<file path="src/rtl/bcd_mod_stream_pkg.sv">
// Shared definitions for the digit-serial BCD residue checker.
package bcd_mod_stream_pkg;

    localparam int BCD_MAX = 9;

    typedef enum logic [0:0] {
        ACC  = 1'b0,
        DONE = 1'b1
    } state_t;

    function automatic int clog2(input int value);
        int result;
        result = 0;
        while ((1 << result) < value) begin
            result = result + 1;
        end
        return result;
    endfunction

endpackage

</file>
<file path="src/rtl/bcd_mod_step.sv">
// One Horner step of a decimal residue: (10*residue + digit) mod MODULUS.
module bcd_mod_step
    import bcd_mod_stream_pkg::*;
#(
    parameter int  MODULUS = 3,
    localparam int RW      = (clog2(MODULUS) > 1) ? clog2(MODULUS) : 1
) (
    input  logic [RW-1:0] residue,
    input  logic [3:0]    digit,
    output logic [RW-1:0] next_residue
);

    // 10*(MODULUS-1)+9 < 10*MODULUS, so IW bits can never overflow
    localparam int IW = clog2(10 * MODULUS);

    logic [IW-1:0] digit_w;
    logic [IW-1:0] acc;

    always_comb begin
        digit_w      = (digit > 4'(BCD_MAX)) ? '0 : IW'(digit);
        acc          = IW'(residue) * IW'(10) + digit_w;
        next_residue = RW'(acc % IW'(MODULUS));
    end

endmodule

</file>
<file path="src/rtl/bcd_mod_stream.sv">
// Digit-serial BCD divisibility checker: MSD-first digits in, one residue result per number out.
module bcd_mod_stream
    import bcd_mod_stream_pkg::*;
#(
    parameter int  MODULUS = 3,
    parameter int  DIGITS  = 8,
    localparam int RW      = (clog2(MODULUS) > 1) ? clog2(MODULUS) : 1,
    localparam int CW      = clog2(DIGITS + 1)
) (
    input  logic          clk,
    input  logic          rst,
    input  logic [3:0]    in_digit,
    input  logic          in_valid,
    input  logic          in_last,
    output logic          in_ready,
    output logic          out_valid,
    input  logic          out_ready,
    output logic [RW-1:0] out_residue,
    output logic          out_divisible,
    output logic [CW-1:0] out_digits,
    output logic          out_error
);

    state_t        state;
    logic [RW-1:0] residue_p0;
    logic [RW-1:0] residue_nxt;
    logic [CW-1:0] count_p0;
    logic [CW-1:0] count_nxt;
    logic          err_p0;
    logic          err_nxt;
    logic          accept;

    function automatic logic [CW-1:0] sat_inc(input logic [CW-1:0] c);
        return (c == CW'(DIGITS)) ? c : c + CW'(1);
    endfunction

    bcd_mod_step #(.MODULUS(MODULUS)) u_step (
        .residue      (residue_p0),
        .digit        (in_digit),
        .next_residue (residue_nxt)
    );

    assign in_ready  = (state == ACC);
    assign out_valid = (state == DONE);

    always_comb begin
        accept    = in_valid && in_ready;
        count_nxt = sat_inc(count_p0);
        err_nxt   = err_p0 || (in_digit > 4'(BCD_MAX)) || (count_p0 == CW'(DIGITS));
    end

    // Accumulate stage; the result registers load from the updated values on the last digit
    always_ff @(posedge clk) begin
        if (rst) begin
            state         <= ACC;
            residue_p0    <= '0;
            count_p0      <= '0;
            err_p0        <= 1'b0;
            out_residue   <= '0;
            out_divisible <= 1'b0;
            out_digits    <= '0;
            out_error     <= 1'b0;
        end else begin
            case (state)
                ACC: begin
                    if (accept) begin
                        residue_p0 <= residue_nxt;
                        count_p0   <= count_nxt;
                        err_p0     <= err_nxt;
                        if (in_last) begin
                            state         <= DONE;
                            out_residue   <= residue_nxt;
                            out_divisible <= (residue_nxt == '0) && !err_nxt;
                            out_digits    <= count_nxt;
                            out_error     <= err_nxt;
                        end
                    end
                end
                DONE: begin
                    if (out_ready) begin
                        state      <= ACC;
                        residue_p0 <= '0;
                        count_p0   <= '0;
                        err_p0     <= 1'b0;
                    end
                end
                default: state <= ACC;
            endcase
        end
    end

endmodule

</file>
<file path="config.mk">
export PLATFORM = sky130hd
export DESIGN_NAME = bcd_mod_stream
export DESIGN_NICKNAME = d
export VERILOG_FILES = /design/src/rtl/bcd_mod_stream_pkg.sv /design/src/rtl/bcd_mod_step.sv /design/src/rtl/bcd_mod_stream.sv
export SDC_FILE = /design/constraint.sdc
export NUM_CORES = 1
export LEC_CHECK = 0
export ABC_AREA = 1
export BUFFER_PORTS_ARGS = -buffer_cell sky130_fd_sc_hd__buf_4
export CAP_MARGIN = 40
export CELL_PAD_IN_SITES_DETAIL_PLACEMENT = 1
export CELL_PAD_IN_SITES_GLOBAL_PLACEMENT = 2
export CORE_UTILIZATION = 33
export CTS_BUF_LIST = sky130_fd_sc_hd__clkbuf_8
export CTS_CLUSTER_DIAMETER = 50
export DETAILED_ROUTE_END_ITERATION = 8
export HOLD_SLACK_MARGIN = 0.08
export MAX_ROUTING_LAYER = met4
export PLACE_DENSITY = 0.82
export SYNTH_ARGS = -nofsm -noshare
export SYNTH_HDL_FRONTEND = slang
export SYNTH_SLANG_ARGS = --single-unit
</file>
<file path="constraint.sdc">
create_clock -name clk -period 6.8 [get_ports clk]
set_input_delay 0.68 -clock clk [delete_from_list [all_inputs] [get_ports clk]]
set_output_delay 0.68 -clock clk [all_outputs]
set_load 0.02 [all_outputs]
</file>
==> reports/metrics.yaml <==
synth_fa_ha_area_share_pct: 10.57
synth_nets: 164
ant_nets: 0
criticalPathCategory: "in2reg"
maxCapViolations: 0
postCtsSetupRepairBufs: 0
root_buffer: "clkbuf_8"
p_leak_nw: 0.6332
synth_top_family_by_area: "simple AND/OR/NAND/NOR gates"
rows: 19
slowest_delay_ns: 0.37
core-area_um2: 2829
required_ns: 6.98
post-place-ws_ns: 3.372
synth_xor_area_share_pct: 4.177
synthToLayoutAreaGrowth_pct: 22.11
yosysTopAreaCell: "dfxtp_1"
start_kind: "input pin"
rsz0062_at_grt: "false"
grt_overflow: 0
synth-simple-area-share_pct: 29.36
slew_violations: 0
synth-main-ff-cell: "dfxtp_1"
drive_gt1_share_pct: 19.05
worstPathCellList: "buf_4 > inv_1 > a21oi_1 > nor2_1 > ha_1 > nand3_1 > nand3_1 > nand2_1 > nand4_2 > nand2_1 > inv_1 > nand2_1 > nand2_1 > nand2_1 > inv_1 > ha_1 > nor2_2 > nand3_2 > a21oi_2 > nand2_1 > a21oi_2"
synth_common_cells: "nand2_1, inv_1, a21oi_1, dfxtp_1, nand3_1"
status: "finished, violations left"
fin_crit_ns: 3.159
finClkSkew_ns: 0.003445
netlist_instances: 147
vias: 965
clockBufferDepth: 2
post-dp-hpwl_um: 1929
drtPass1Iterations: 5
async_reset_ff_share_pct: 0
synth_seq_area_share_pct: 31.45
synth.most_common_cell: "nand2_1"
worst_ir_drop_vdd_mv: 0.1206
drt_wl_total_um: 2392
stdcell_count: 199
min_delay_path_depth: 2
antenna_found_initial: 0
postCtsHoldBufs: 0
power_mw: 0.3877
grt_pass1_wl_um: 4133
synth.top_cell.area_share_pct: 31.45
layout_setup_ws_ns: 3.641
reg2reg_depth: 18
cts.sinks: 16
die_area_um2: 3313
cp_slowest_cell: "ha_1"
portBuffers: 18
utilization_pct: 43.96
violations: "DRC"
num_io_pins: 19
die_h_um: 57.56
grt_max_degree: 12
fillCellCount: 390
synth_edf_count: 0
die_w_um: 57.56
grt_util_all_layers_pct: 16.30
nNetsFinal: 186
wire_per_inst_um: 12.02
dp.cells: 195
yosys-mux-area-fraction_pct: 0
fmax_mhz: 316.6
synth_warnings: 0
htreeDepth: 1
synthTopCellsByArea: "dfxtp_1, nand2_1, inv_1"
endpoint_kind: "flop"
hp-class: "reg2reg"
synth_compound_area_share_pct: 13.76
arrival_ns: 3.34
clk_latency_ns: 0.24
avgSynthCellArea_um2: 6.928
powerDensity_nw_per_um2: 311.7
drc: 3
numCtsBuffers: 3
synth_cell_types: 23
slew_headroom_pct: 77.40
critPathMostFrequentCell: "nand2_1"
cts_tree: "yes"
drt_first_iter_violations: 21
clk_pin_slew_ns: 0.06
first_global_vias: 936
synth_area_um2: 1018
routed_via_density: 4.849
setup_viol: 0
ys_seq_elements: 16
path_max_fanout: 5
hold_viol: 0
tns_ns: 0
antenna-diode-count: 0
final.period_utilization_pct: 46.45
cts-resized-gates: 0
start_util_pct: 36.00
place_congestion: 0.7694
worst_pin_slew_ns: 0.3391
## critical path: cells and delay by family
kind            cells  cell delay, ns
buf+inv             4            0.23
simple gates       12            1.29
fa+ha+maj           2            0.55
compound gates      3            0.62
## worst paths after layout
path | start | slack [ns] | end
hold reg to reg | out_digits[1] | 0.47 | out_digits[1]
setup / recovery | in_digit[2] | 3.64 | out_divisible
setup reg to reg | residue_p0[0] | 4.08 | out_divisible
hold / removal | out_digits[1] | 0.47 | out_digits[1]
## state kept, by name, indices dropped and copies added (netlist names)
register and flops:
out_divisible 1, out_digits 4, out_residue 2, out_error 1, err_p0 1, residue_p0 2
count_p0 4, out_valid 1
## report_power, final
part	internal, mW	total, mW	leakage [nW]	switching [mW]
Clock	0.0513	0.0824	0.0288	0.0312
Combinational	0.0724	0.194	0.473	0.121
Sequential	0.104	0.111	0.131	0.00756
Total	0.228	0.388	0.633	0.160
## metal layers
layer,vias to the layer above,share of wire (%),GRT usage (%)
met2,20,41,24.09
li1,511,-,-
met1,432,54,23.42
met4,0,0.33,1.045
met5,-,0,-
met3,2,4.6,4.082
## layout make-up
cell class	count	area, um^2	share of cell area (%)
Clock buffer	4	55.05	4.427
Inverter	28	105.1	8.451
Multi-Input combinational cell	102	589.3	47.38
Sequential cell	16	320.3	25.75
Tap cell	31	38.79	3.119
Timing Repair Buffer	18	135.1	10.87
## per-stage QoR
stage | hold slack [ns] | cell area (um^2)
4_1_cts | 0.4766 | 1244
3_5_place_dp | 0.4640 | 1189
2_1_floorplan | 0.4459 | 1018
5_1_grt | 0.4931 | 1244
6_report | 0.4740 | 1244
3_3_place_gp | 0.4530 | 1189
## cells in the final DEF (no fill, tap or decap), drive strengths merged, types with 2 or more instances in the layout
cell type / instances
dfxtp: 16
buf: 18
xor2: 4
ha: 7
nor2: 8
nand3: 16
inv: 27
o21ai: 7
a21oi: 18
clkbuf: 4
nand2: 35
nand4: 2
## cells by family after synthesis
kind of cell             Yosys count
AO/OA/AOI/OAI                     26
XOR/XNOR                           4
adder cells (fa/ha/maj)            8
buffers and inverters             29
flip-flops                        16
AND/OR/NAND/NOR                   64
(Power assumes the default switching activity.)
